**src/rtl/hazard_ctrl_if.sv**
```systemverilog
// Hazard controller bundle: ID/EX/MEM hazard inputs and pipeline hold/bubble controls.
// The slave side is the hazard_ctrl block; the master side is the core datapath.
interface hazard_ctrl_if #(
  parameter int unsigned CNT_W = 16
);
  logic [4:0]       id_Rn;
  logic [4:0]       id_Rm;
  logic             id_useRm;
  logic             ex_MemRead;
  logic [4:0]       ex_waddr;
  logic             ex_branch_taken;
  logic             mem_busy;
  logic             pc_stall;
  logic             ifid_stall;
  logic             ifid_flush;
  logic             idex_stall;
  logic             idex_flush;
  logic             exmem_stall;
  logic             pc_sel_branch;
  logic             mem_timeout;
  logic [CNT_W-1:0] stall_cnt;
  logic [CNT_W-1:0] flush_cnt;

  modport master (
    output id_Rn, id_Rm, id_useRm, ex_MemRead, ex_waddr, ex_branch_taken, mem_busy,
    input  pc_stall, ifid_stall, ifid_flush, idex_stall, idex_flush, exmem_stall,
           pc_sel_branch, mem_timeout, stall_cnt, flush_cnt
  );

  modport slave (
    input  id_Rn, id_Rm, id_useRm, ex_MemRead, ex_waddr, ex_branch_taken, mem_busy,
    output pc_stall, ifid_stall, ifid_flush, idex_stall, idex_flush, exmem_stall,
           pc_sel_branch, mem_timeout, stall_cnt, flush_cnt
  );
endinterface

```
**src/rtl/hazard_ctrl.sv**
```systemverilog
// Stall/flush controller for the 5-stage pipeline: load-use bubbles, branch flushes,
// memory-wait freezes and a watchdog. Define HAZARD_PERF_CNT_EN to build the perf counters.
module hazard_ctrl #(
  parameter int unsigned LU_BUBBLES   = 1,
  parameter int unsigned WAIT_TIMEOUT = 255,
  parameter int unsigned CNT_W        = 16
) (
  input logic         clk,
  input logic         rst,
  hazard_ctrl_if.slave hz
);
  typedef enum logic [1:0] {RUN, LU, FREEZE} state_t;

  localparam logic [2:0]  LU_RELOAD = 3'(LU_BUBBLES - 1);
  localparam logic [15:0] WD_LIMIT  = 16'(WAIT_TIMEOUT);

  state_t      state_q, state_d;
  logic [2:0]  cnt_q, cnt_d;
  logic        ret_lu_q, ret_lu_d;
  logic [15:0] wd_q;
  logic        to_q;
  logic        lu_haz;
  logic        in_lu;
  logic        pc_stall_c, ifid_stall_c, ifid_flush_c, idex_stall_c;
  logic        idex_flush_c, exmem_stall_c, pc_sel_c;
  logic [CNT_W-1:0] stall_q, flush_q;

  assign lu_haz = hz.ex_MemRead && (hz.ex_waddr != 5'd31) &&
                  ((hz.ex_waddr == hz.id_Rn) || (hz.id_useRm && (hz.ex_waddr == hz.id_Rm)));

  // A freeze entered from LU resumes the bubble sequence with the held count.
  assign in_lu = (state_q == LU) || ((state_q == FREEZE) && ret_lu_q);

  always_ff @(posedge clk) begin
    if (rst) begin
      state_q  <= RUN;
      cnt_q    <= '0;
      ret_lu_q <= 1'b0;
    end else begin
      state_q  <= state_d;
      cnt_q    <= cnt_d;
      ret_lu_q <= ret_lu_d;
    end
  end

  always_comb begin
    state_d       = state_q;
    cnt_d         = cnt_q;
    ret_lu_d      = ret_lu_q;
    pc_stall_c    = 1'b0;
    ifid_stall_c  = 1'b0;
    ifid_flush_c  = 1'b0;
    idex_stall_c  = 1'b0;
    idex_flush_c  = 1'b0;
    exmem_stall_c = 1'b0;
    pc_sel_c      = 1'b0;
    if (hz.mem_busy) begin
      pc_stall_c    = 1'b1;
      ifid_stall_c  = 1'b1;
      idex_stall_c  = 1'b1;
      exmem_stall_c = 1'b1;
      state_d       = FREEZE;
      ret_lu_d      = in_lu;
    end else if (hz.ex_branch_taken) begin
      ifid_flush_c = 1'b1;
      idex_flush_c = 1'b1;
      pc_sel_c     = 1'b1;
      state_d      = RUN;
      cnt_d        = '0;
      ret_lu_d     = 1'b0;
    end else if (in_lu) begin
      pc_stall_c   = 1'b1;
      ifid_stall_c = 1'b1;
      idex_flush_c = 1'b1;
      ret_lu_d     = 1'b0;
      if (cnt_q <= 3'd1) begin
        state_d = RUN;
        cnt_d   = '0;
      end else begin
        state_d = LU;
        cnt_d   = cnt_q - 3'd1;
      end
    end else if (lu_haz) begin
      pc_stall_c   = 1'b1;
      ifid_stall_c = 1'b1;
      idex_flush_c = 1'b1;
      ret_lu_d     = 1'b0;
      if (LU_BUBBLES > 1) begin
        state_d = LU;
        cnt_d   = LU_RELOAD;
      end else begin
        state_d = RUN;
      end
    end else begin
      state_d  = RUN;
      ret_lu_d = 1'b0;
    end
  end

  // Watchdog saturates at the limit so a long freeze cannot wrap it back below.
  always_ff @(posedge clk) begin
    if (rst) begin
      wd_q <= '0;
      to_q <= 1'b0;
    end else if (hz.mem_busy) begin
      if (wd_q != WD_LIMIT) wd_q <= wd_q + 16'd1;
      if (wd_q >= WD_LIMIT - 16'd1) to_q <= 1'b1;
    end else begin
      wd_q <= '0;
    end
  end

`ifdef HAZARD_PERF_CNT_EN
  always_ff @(posedge clk) begin
    if (rst) begin
      stall_q <= '0;
      flush_q <= '0;
    end else begin
      if (pc_stall_c && (stall_q != '1)) stall_q <= stall_q + 1'b1;
      if (pc_sel_c && (flush_q != '1))   flush_q <= flush_q + 1'b1;
    end
  end
`else
  assign stall_q = '0;
  assign flush_q = '0;
`endif

  assign hz.pc_stall      = pc_stall_c    & ~rst;
  assign hz.ifid_stall    = ifid_stall_c  & ~rst;
  assign hz.ifid_flush    = ifid_flush_c  & ~rst;
  assign hz.idex_stall    = idex_stall_c  & ~rst;
  assign hz.idex_flush    = idex_flush_c  & ~rst;
  assign hz.exmem_stall   = exmem_stall_c & ~rst;
  assign hz.pc_sel_branch = pc_sel_c      & ~rst;
  assign hz.mem_timeout   = to_q          & ~rst;
  assign hz.stall_cnt     = rst ? '0 : stall_q;
  assign hz.flush_cnt     = rst ? '0 : flush_q;
endmodule

```
**src/flat_wrapper.sv**
```systemverilog
// flat-port wrapper written by rule: the top's interface ports become plain ports
module hazard_ctrl_flat 
#(
  parameter int unsigned LU_BUBBLES   = 1,
  parameter int unsigned WAIT_TIMEOUT = 255,
  parameter int unsigned CNT_W        = 16
)
  (clk, rst, hz_id_Rn, hz_id_Rm, hz_id_useRm, hz_ex_MemRead, hz_ex_waddr, hz_ex_branch_taken, hz_mem_busy, hz_pc_stall, hz_ifid_stall, hz_ifid_flush, hz_idex_stall, hz_idex_flush, hz_exmem_stall, hz_pc_sel_branch, hz_mem_timeout, hz_stall_cnt, hz_flush_cnt);
  hazard_ctrl_if #(.CNT_W(CNT_W)) hz_i ();
  input logic clk;
  input logic rst;
  input wire logic [$bits(hz_i.id_Rn)-1:0] hz_id_Rn;
  input wire logic [$bits(hz_i.id_Rm)-1:0] hz_id_Rm;
  input wire logic [$bits(hz_i.id_useRm)-1:0] hz_id_useRm;
  input wire logic [$bits(hz_i.ex_MemRead)-1:0] hz_ex_MemRead;
  input wire logic [$bits(hz_i.ex_waddr)-1:0] hz_ex_waddr;
  input wire logic [$bits(hz_i.ex_branch_taken)-1:0] hz_ex_branch_taken;
  input wire logic [$bits(hz_i.mem_busy)-1:0] hz_mem_busy;
  output wire logic [$bits(hz_i.pc_stall)-1:0] hz_pc_stall;
  output wire logic [$bits(hz_i.ifid_stall)-1:0] hz_ifid_stall;
  output wire logic [$bits(hz_i.ifid_flush)-1:0] hz_ifid_flush;
  output wire logic [$bits(hz_i.idex_stall)-1:0] hz_idex_stall;
  output wire logic [$bits(hz_i.idex_flush)-1:0] hz_idex_flush;
  output wire logic [$bits(hz_i.exmem_stall)-1:0] hz_exmem_stall;
  output wire logic [$bits(hz_i.pc_sel_branch)-1:0] hz_pc_sel_branch;
  output wire logic [$bits(hz_i.mem_timeout)-1:0] hz_mem_timeout;
  output wire logic [$bits(hz_i.stall_cnt)-1:0] hz_stall_cnt;
  output wire logic [$bits(hz_i.flush_cnt)-1:0] hz_flush_cnt;
  assign hz_i.id_Rn = hz_id_Rn;
  assign hz_i.id_Rm = hz_id_Rm;
  assign hz_i.id_useRm = hz_id_useRm;
  assign hz_i.ex_MemRead = hz_ex_MemRead;
  assign hz_i.ex_waddr = hz_ex_waddr;
  assign hz_i.ex_branch_taken = hz_ex_branch_taken;
  assign hz_i.mem_busy = hz_mem_busy;
  assign hz_pc_stall = hz_i.pc_stall;
  assign hz_ifid_stall = hz_i.ifid_stall;
  assign hz_ifid_flush = hz_i.ifid_flush;
  assign hz_idex_stall = hz_i.idex_stall;
  assign hz_idex_flush = hz_i.idex_flush;
  assign hz_exmem_stall = hz_i.exmem_stall;
  assign hz_pc_sel_branch = hz_i.pc_sel_branch;
  assign hz_mem_timeout = hz_i.mem_timeout;
  assign hz_stall_cnt = hz_i.stall_cnt;
  assign hz_flush_cnt = hz_i.flush_cnt;
  hazard_ctrl #(.LU_BUBBLES(LU_BUBBLES), .WAIT_TIMEOUT(WAIT_TIMEOUT), .CNT_W(CNT_W)) u_core (.clk(clk), .rst(rst), .hz(hz_i));
endmodule
```
**config.mk**
```make
export PLATFORM = sky130hd
export DESIGN_NAME = hazard_ctrl_flat
export DESIGN_NICKNAME = d
export VERILOG_FILES = /design/src/rtl/hazard_ctrl_if.sv /design/src/rtl/hazard_ctrl.sv /design/src/flat_wrapper.sv
export SDC_FILE = /design/constraint.sdc
export NUM_CORES = 1
export LEC_CHECK = 0
export BUFFER_PORTS_ARGS = -buffer_cell sky130_fd_sc_hd__buf_2
export CAP_MARGIN = 30
export CORE_MARGIN = 10
export CORE_UTILIZATION = 35
export DETAILED_ROUTE_END_ITERATION = 8
export GPL_TIMING_DRIVEN = 0
export MAX_ROUTING_LAYER = met4
export SYNTH_ARGS = -nofsm -noshare
export SYNTH_HDL_FRONTEND = slang
export SYNTH_SLANG_ARGS = --single-unit
```
**constraint.sdc**
```tcl
create_clock -name clk -period 3.32 [get_ports clk]
set_input_delay 0.332 -clock clk [delete_from_list [all_inputs] [get_ports clk]]
set_output_delay 0.332 -clock clk [all_outputs]
set_load 0.05 [all_outputs]
```
# Yosys cells after proc, flatten, opt, wreduce, memory -nomap -nowiden
# Index checks and enable logic that the tools add are counted.
[word_totals]
output_inout_bits = 40
wordCells = 51
register_bits = 23
inputBits = 21
[op_classes]
bitwise_logic = 8
add_sub_neg = 2
n_lt_le_gt_ge = 2
n_reduce_logical = 11
n_mux = 16
eq_ne = 6
[ops]
columns = ["op", "n"]
rows = [
  ["adder 16 x 1 -> 16 bit (second input constant)", 1],
  [">= comparator 16 x 8 -> 1 bit (second input constant)", 1],
  ["inequality test 16 x 8 -> 1 bit (second input constant)", 1],
  ["two-way mux 1 bit", 11],
  ["equality test 5 bit", 2],
  ["two-way mux 3 bit", 3],
  ["AND 1 bit", 5],
  ["inequality test 5 bit (second input constant)", 1],
  ["logical AND 1 bit", 4],
  ["two-way mux 2 bit", 2],
  ["AND reduction 2 bit", 2],
  ["OR reduction 4 bit", 1],
  ["<= comparator 3 x 1 -> 1 bit (second input constant)", 1],
  ["NOT 1 bit", 3],
  ["subtractor 3 x 1 -> 3 bit (second input constant)", 1],
  ["equality test 2 x 1 -> 1 bit (second input constant)", 1],
  ["equality test 2 bit (second input constant)", 1],
  ["logical OR 1 bit", 2],
  ["nonzero test 2 bit", 1],
  ["OR reduction 2 bit", 1],
]

# Logic depth before layout (Yosys ltp)
# Gate-level depths: netlist of the first run.
[depth]
word_depth = 9
mapped_depth = 6
mapped_depth_nobuf = 6

# Worst setup path after synthesis of the first run
# No wires, ideal clock.
[synth_path]
path_type = "input to output"
startpoint = "in hz_ex_waddr[3]"
endpoint = "out hz_pc_stall"
path_stages = 5
required_time_ns = 2.988
t_arrival_ns = 2.410
n_path_buf = 1
slack_ns = 0.578
cell_sequence = "xor2_1 > nor4_1 > a32oi_1 > o21ai_0 > buf_4"
[synth_via]
elab_chain_len = 9
word_cells_on_any_way = 12
classes_between = "3 x eq/ne; 4 x mux; 1 x bitwise; 4 x reduce/logical"
[synth_lines]
columns = ["element", "line", "rtl"]
rows = [
  ["start, declared", "flat_wrapper.sv:16", "input wire logic [$bits(hz_i.ex_waddr)-1:0] hz_ex_waddr;"],
  ["equality test 5 bit", "hazard_ctrl.sv:29", "((hz.ex_waddr == hz.id_Rn) || (hz.id_useRm && (hz.ex_waddr == hz.id_Rm)));"],
  ["logical AND 1 bit", "hazard_ctrl.sv:29", ""],
  ["logical OR 1 bit", "hazard_ctrl.sv:29", ""],
  ["logical AND 1 bit (*)", "hazard_ctrl.sv:28", "assign lu_haz = hz.ex_MemRead && (hz.ex_waddr != 5'd31) &&"],
  ["two-way mux 1 bit (*) (4 in a row)", "n/a", ""],
  ["AND 1 bit (*)", "n/a", ""],
  ["end, declared", "flat_wrapper.sv:19", "output wire logic [$bits(hz_i.pc_stall)-1:0] hz_pc_stall;"],
]
# Every way passes the cells marked *; elsewhere a longest branch is shown, timed or not.

# Worst setup path after layout of the first run
[layout_path]
startpoint = "in hz_ex_waddr[3]"
endpoint = "out hz_pc_stall"
[layout_via]
elab_chain_len = 9
word_cells_on_any_way = 12
classes_between = "3 x eq/ne; 4 x mux; 1 x bitwise; 4 x reduce/logical"
[layout_lines]
columns = ["element", "line", "rtl"]
rows = [
  ["equality test 5 bit", "hazard_ctrl.sv:29", ""],
  ["logical AND 1 bit", "hazard_ctrl.sv:29", ""],
  ["logical OR 1 bit", "hazard_ctrl.sv:29", ""],
  ["logical AND 1 bit (*)", "hazard_ctrl.sv:28", ""],
  ["two-way mux 1 bit (*)", "hazard_ctrl.sv:83", "end else if (lu_haz) begin"],
  ["two-way mux 1 bit (*)", "hazard_ctrl.sv:71", "end else if (in_lu) begin"],
  ["two-way mux 1 bit (*)", "hazard_ctrl.sv:64", "end else if (hz.ex_branch_taken) begin"],
  ["two-way mux 1 bit (*)", "hazard_ctrl.sv:57", "if (hz.mem_busy) begin"],
  ["AND 1 bit (*)", "hazard_ctrl.sv:128", "assign hz.pc_stall = pc_stall_c & ~rst;"],
]
# Marks and branches as above.

==> results of run 1 <==
-- cell type report --
class	count	area share
buffer	38	0.147
clock buffer	4	0.0235
inverter	11	0.0215
multi-input combinational	144	0.461
sequential	23	0.240
tap	52	0.0339
timing repair buffer	28	0.0730
-- per-layer routing --
layer | global-route usage | vias up | share of wire
li1 | - | 711 | -
met1 | 0.0989 | 578 | 0.46
met2 | 0.141 | 35 | 0.44
met3 | 0.0413 | 4 | 0.091
met4 | 0.0133 | 0 | 0.0059
met5 | - | - | 0
-- kinds of logic after synthesis --
family | count (synthesis) | share of synthesized area
AOI/OAI and AO/OA | 37 | 0.160
xor gates and xnor gates | 16 | 0.0902
adders and majority gates | 4 | 0.0322
buffers and inverters | 49 | 0.209
DFF | 23 | 0.296
muxes | 1 | 0.00644
other | 1 | 0.00241
and+or+nand+nor | 54 | 0.204
-- cell usage in the layout (no fill, tap or decap), drive strengths merged, types with 2 or more instances in the layout --
| cell type | synthesis | layout |
|---|---|---|
| and4 | 2 | 2 |
| clkbuf | 1 | 5 |
| nor2b | 2 | 2 |
| nor4 | 3 | 3 |
| o31ai | 5 | 5 |
| xnor2 | 5 | 5 |
| nor2 | 14 | 14 |
| nand4 | 4 | 4 |
| nand3 | 9 | 9 |
| dfxtp | 23 | 23 |
| xor2 | 11 | 11 |
| ha | 4 | 4 |
| o21ai | 8 | 8 |
| a21oi | 7 | 7 |
| nand2 | 7 | 7 |
| buf | 37 | 65 |
| nor3 | 2 | 2 |
| or4 | 4 | 4 |
| or3 | 2 | 2 |
| a211oi | 3 | 3 |
| a31oi | 3 | 3 |
| conb | 1 | 32 |
| inv | 11 | 11 |
-- registers in the layout (all words and copies together), names as in the netlist --
register         flops
u_core.ret_lu_q      1
u_core.cnt_q         3
u_core.to_q          1
u_core.wd_q         16
u_core.state_q       2
-- worst paths after layout --
kind                                     start                           end  slack [ps]  depth (start not counted)
setup reg to reg   u_core.wd_q[1]$_SDFFE_PN0P_  u_core.wd_q[12]$_SDFFE_PN0P_        1530                          6
hold reg to reg   u_core.wd_q[15]$_SDFFE_PN0P_  u_core.wd_q[15]$_SDFFE_PN0P_         500                          2
hold / removal                     hz_mem_busy  u_core.state_q[0]$_SDFF_PP0_         280                          2
setup / recovery                hz_ex_waddr[3]                   hz_pc_stall        1270                          7
-- power by group through the flow --
| stage | Sequential, mW | Clock (mW) | Combinational (mW) |
|---|---|---|---|
| global route | 0.280 | 0.190 | 0.187 |
| detailed placement | 0.286 | 0 | 0.174 |
| global placement | 0.286 | 0 | 0.174 |
| finish | 0.280 | 0.172 | 0.176 |
| floorplan | 0.286 | 0 | 0.148 |
| CTS | 0.280 | 0.181 | 0.174 |
-- per-stage QoR --
step,total power [mW],instance area [µm²],setup WS (ps),hold slack [ps]
2_1_floorplan,0.433,1670,578,404
3_3_place_gp,0.460,1880,1250,480
3_5_place_dp,0.460,1880,1270,484
4_1_cts,0.634,1920,1270,275
5_1_grt,0.658,1920,1110,286
6_report,0.627,1920,1270,280
-- worst max-delay path, delay by kind of cell --
kind	cells	cell delay, ps
AO/OA/AOI/OAI	2	420
XOR/XNOR	1	160
buffers and inverters	3	510
AND/OR/NAND/NOR	1	300
==> results.md, run 1 <==
- In the synthesized netlist, the cells that appear most often are buf_4, dfxtp_1, nor2_1, inv_1, xor2_1.
- The half-perimeter wire length of the detailed placement result is ~2800 µm.
- The clock period minus final worst setup slack is 2050 ps.
- The most frequent cell on the critical path is buf_2.
- Of the total power, the clock network draws 0.274.
- The storage element area is 460 µm².
- In this design, the stage delay of the slowest critical-path cell is around 300 ps.
- The number of buffers added by the clock tree synthesis step is 3.
- Walking the worst path, the cells encountered are buf_2, xor2_1, nor4_1, a32oi_1, o21ai_0, buf_4, buf_2.
- The portion of the post-synthesis area used by sequential elements is 0.296.
- At the pin with the least slew margin, the transition time is approximately 670 ps.
- The longest clock path from root to sink contains 2 buffers.
- Counting flops and latches in the post-synthesis netlist gives 23.
- Counting flops with an async set or reset pin after synthesis yields a share of 0.
- The count of buffers added on input and output ports is 28.
- The most repeated cell in the gate-level netlist after synthesis is buf_4.
- The first-iteration detailed-routing DRC count is 32.
- dfxtp_1 takes more of the synthesized area than any other cell.
- For this configuration, the core starts out at a cell density of 0.359.
- Of the total power, the share spent switching nets is 0.341.
- In the post-synthesis netlist, the biggest area contributors are dfxtp_1, buf_4, xor2_1, nor2_1, ha_1.
- The flow ran to the end, and the final reports show no timing, DRC or antenna violations.
- The internal power component is between 400 and 500 µW.
- Of the post-synthesis cell area, the dominant cell type holds 0.296.
- The footprint of the multi-input gates is between 800 and 900 µm².
- The power per cell area is 327 nW/µm².
- The worst-case IR drop observed on VDD is around 0.24 mV.
- The first-pass GRT wire length is about 5600 µm.
- The class of the most critical setup path is in2out.
- The synthesis-to-finish area growth is 23.6%.
- Summed over all layers, the global routing overflow is 0.
- The post-layout instance count excluding filler cells is 300.
- The via count normalized by instance count is 4.43.
- Hold repair after CTS inserted 0 buffers.
- The pin count of the biggest net entering global routing is 13.
- In the final layout, the share of cells above drive strength 1 is 0.302.
- The mean instance size in the synthesized netlist is between 8 and 9 µm².
- The number of different library cells used by synthesis comes to 45.
- The floorplan step set the die width to just under 90 µm.
- The root buffer cell chosen for the clock tree is clkbuf_8.
- The number of global-route vias before repair is roughly 1200.
- The launching element type of the critical path is an input port.
- The number of hold violations in the final report is 0.
- Data on the critical path is required at its endpoint by about 3000 ps.
- The post-CTS resize count is 0.
- Across every metal layer, demand over resource in global routing totals 0.0877.
- The sequential cell fraction of total power is 0.446.
- The number of antenna violations at the first check in global routing was 0.
- The number of remaining DRC errors is 0.
- In this run the static leakage power is ~0.94 nW.
- The worst pin sits at a relative slew slack of 0.552.
- CTS built an H-tree with a depth of 1.
- The floorplan step defined a die boundary enclosing about 7500 µm².
- For this design the top-level I/O count stands at just over 60.
- After detailed routing, the average wire length per cell comes to ~11 µm.
- The part of the total power dissipated in combinational logic is 0.280.
- The achievable clock frequency is about 0.5 GHz.
- The highest fanout seen on the critical path is 3.
- The overall die height is around 87 µm.
- The primary flip-flop cell chosen by synthesis mapping is dfxtp_1.
- The class of the worst hold path is in2reg.
- TritonCTS built the clock tree.
- The placed instance count is around 300.
- Summing over every cut layer, the via total after detailed routing is 1328.
- The clock insertion delay at the later pin of the skew report is between 200 and 300 ps.
- The max-slew violation count is 0.
- The arrival time of the worst setup path is about 1700 ps.
- Setup violations remaining at the end of the flow were counted as 0.
- The number of setup buffers added after CTS is 0.
- The final wirelength is 3370 µm.
- The final clock period utilization by the worst path is 0.617.
- 0 antenna diodes ended up in the layout.
- Setup repair after global routing left no endpoint under its margin.
- The floorplan has 24 rows.
- The worst clock skew is ~4.6 ps.
- The synthesized netlist occupies a cell area of between 1500 and 2000 µm².
- The switching component of the power is roughly 210 µW.
- The standard cell core area is approximately 4300 µm².
- In this run the remaining antenna-violating nets after routing total 0.
- The number of warnings reported in the yosys synthesis log is 0.
- The number of nets in the finished design is about 270.
- The clock transition time at the flip-flop clock pins of the worst setup and hold paths is around 80 ps.
- Once layout is complete, the utilization of the core stands at 0.444.
- The slowest stage cell on the critical path is nor4_1.
- The type of element capturing the critical path is an output port.
- The global placer's final weighted congestion is 0.800.
- Yosys mapped a number of flops with a built-in enable equal to 0.
- The number of instances in the synthesized netlist is about 190.
- The max-cap check violation count is 0.
- For the final routed database, the setup TNS stands at 0 ps.
- The number of iterations in the first detailed-routing pass is 3.
- Fill cells in the final layout number approximately 470.
- The number of clock sinks is 23.
Note: power is estimated with default switching activity, not from simulation.
==> run 2: changes to the inputs <==
==> constraint.sdc (replaced) <==
create_clock -name clk -period 1.9 [get_ports clk]
set_input_delay 0.19 -clock clk [delete_from_list [all_inputs] [get_ports clk]]
set_output_delay 0.19 -clock clk [all_outputs]
set_load 0.05 [all_outputs]
==> results.md, run 2 (synthesis results as in run 1) <==
- The slowest stage cell on the critical path is dfxtp_1.
- Buffers inserted to repair hold after CTS numbered 0.
- The peak per-stage delay on the critical path is about 320 ps.
- The global placer's final weighted congestion is approximately 0.76.
- The arrival time of the worst setup path is 1600 ps.
- The detailed router put a total of approximately 1500 µm of wire on met1.
- Global routing finished with a remaining overflow of 0.
- The startpoint identified for the worst register-to-register timing path is u_core.wd_q[0]$_SDFFE_PN0P_.
- The half-perimeter wire length of the detailed placement result is approximately 2800 µm.
- After the last flow step, the layout net total stands at ~280.
- The pin count of the biggest net entering global routing is 13.
- Across the VDD grid, the largest voltage drop is between 0.3 and 0.4 mV.
- The power per cell area is approximately 570 nW/µm².
- The region available for standard cell placement spans 4320 µm².
- STA classifies the critical path startpoint as a flip-flop.
- The number of I/O port buffers is 28.
- Summed over all nets, wire length on met3 after detailed routing comes to ~320 µm.
- The overall die height is roughly 87 µm.
- The setup check on the worst reg-to-reg path leaves a slack of roughly 140 ps.
- Counting along the longest clock path gives a buffer depth of 2.
- The number of antenna violations at the first check in global routing was 0.
- The max-slew violation count came to 0.
- The clock period minus final worst setup slack is 1790 ps.
- In this run the critical register-to-register path is captured at u_core.wd_q[12]$_SDFFE_PN0P_.
- The destination of the critical timing path is hz_pc_stall.
- Along the worst path, the maximum fanout reaches 3.
- In the finished design, the share of the clock period the worst path needs comes to 0.941.
- In this run the worst setup path begins at u_core.state_q[0]$_SDFF_PP0_.
- The register with the most flip-flops is u_core.wd_q.
- The post-layout instance count excluding filler cells is 302.
- The number of hold violations in the final report is 0.
- The number of iterations in the first detailed-routing pass is 4.
- The first-iteration detailed-routing DRC count is 42.
- For the pin with the worst max-slew slack, the measured transition is 650 ps.
- The final wirelength is 3400 µm.
- Clock-pin slew was measured on the worst setup and hold paths at 80 ps.
- The worst setup path is captured at an output port.
- By startpoint and endpoint, the worst setup path is classified as reg2out.
- Including well taps, the total number of placed cells is 296.
- The worst slew margin relative to its limit is 0.563.
- The maximum level of the CTS H-tree is 1.
- The critical path crosses 6 cells after its start point.
- The final worst hold slack is between 100 and 150 ps.
- The first global-routing pass estimated approximately 5500 µm of wire.
- The reported leakage power is 0.950 nW.
- The tightest min-delay check is of the in2reg type.
- The highest layer touched by signal routing is met4.
- For the worst setup path, the data required time is between 1500 and 2000 ps.
- The initialized floorplan defines 24 standard-cell rows.
- At the later pin of the worst-skew pair, clock insertion delay measures between 200 and 300 ps.
- The die footprint is roughly 7500 µm².
- Counting the buffers created by CTS gives 3.
- The number of clock sinks is 23.
- Setup repair after global routing left no endpoint under its margin.
- Derived from the worst setup path, the maximum achievable clock frequency is roughly 0.56 GHz.
- The effective utilization at floorplan is 0.359.
- The overall die width is 86.6 µm.
- The number of antenna diodes in the final layout is 0.
- Leaving out fill and tap cells, the most frequent cell in the layout is buf_4.
- The critical path goes through and3b_1, or2_2, a21oi_1, o21ai_1, buf_4, buf_6.
- The cell family contributing the most delay on the critical path is simple AND/OR/NAND/NOR gates.
- The total vias in the final route is roughly 1300.
- The number of remaining DRC errors is 0.
- The top cell types in the final layout, fill and taps aside, are buf_4, conb_1, buf_2.
- The wire length per cell is between 10 and 15 µm.
- For the final database, setup skew stands at between 1.5 and 2 ps.
- For the worst flop-to-flop path, the logic depth is 6.
- The register with the most flip-flops in the layout has 16 of them.
- The via count normalized by instance count is 4.44.
- The largest registers in the layout are u_core.wd_q: 16 flops, u_core.cnt_q: 3 flops, u_core.state_q: 2 flops.
- TritonCTS built the clock tree.
- The run finished with clean final reports.
- In the final layout, the share of cells above drive strength 1 is 0.312.
- The final setup violation count is 0.
- The count of buffer and inverter cells on the critical path is 2.
- The count of nets left with antenna violations after detail routing is 0.
- The max-cap check violation count is 0.
- For this run, the total global-route usage over all layers was measured as 0.0921.
- The wire length on met2 is 1470 µm.
- In this run the clock root is driven by a clkbuf_8.
- For this design the top-level I/O count stands at between 60 and 70.
- The synthesis-to-finish area growth is 25.0%.
- The number of global-route vias before repair was roughly 1200.
- The overall power consumption is around 1.1 mW.
-- run 2: routing by layer --
metal / track usage / up-vias
li1: - / 714
met1: 0.104 / 573
met2: 0.136 / 50
met3: 0.0319 / 4
met4: 0.0574 / 0
met5: - / -
-- run 2: area by class of cell --
class,instances,area [µm²]
plain buffers,38,283
repair buffers,30,161
fillers,450,2380
well taps,52,65.1
clock buffers,4,45.0
multi-input cells,144,886
inverters,11,41.3
flip-flops and latches,23,462
-- run 2: power breakdown --
| part | switching, mW | internal [mW] | total [mW] |
|---|---|---|---|
| registers | 0.00378 | 0.485 | 0.489 |
| clock network | 0.154 | 0.150 | 0.304 |
| logic | 0.221 | 0.0898 | 0.310 |
| total | 0.379 | 0.724 | 1.10 |
-- run 2: what timing repair did --
action / CTS / global route
resized for setup: 0 / 4
hold endpoints to repair: 0 / 0
buffers inserted: 0 / 2
endpoints found under the setup margin: 0 / 3
-- run 2: how the worst min path moves through the flow --
stage,startpoint,endpoint,slack (ps),cells after the start
after floorplan,rst,u_core.cnt_q[0]$_SDFFE_PP0P_,260,1
final,hz_mem_busy,u_core.state_q[0]$_SDFF_PP0_,130,2
after detailed placement,hz_mem_busy,u_core.state_q[0]$_SDFF_PP0_,410,2
after global placement,hz_mem_busy,u_core.state_q[0]$_SDFF_PP0_,420,2
after CTS,hz_mem_busy,u_core.state_q[0]$_SDFF_PP0_,120,2
after global routing,hz_mem_busy,u_core.state_q[0]$_SDFF_PP0_,150,2
-- run 2: stage by stage --
stage               setup slack, ps  instance area [µm²]   util  TNS (ps)
global placement                161                 1880  0.434         0
finish                          112                 1940  0.449         0
floorplan                      -126                 1670      -      -126
global route                   4.12                 1940  0.449         0
CTS                            25.6                 1920  0.444         0
detailed placement              120                 1880  0.434         0
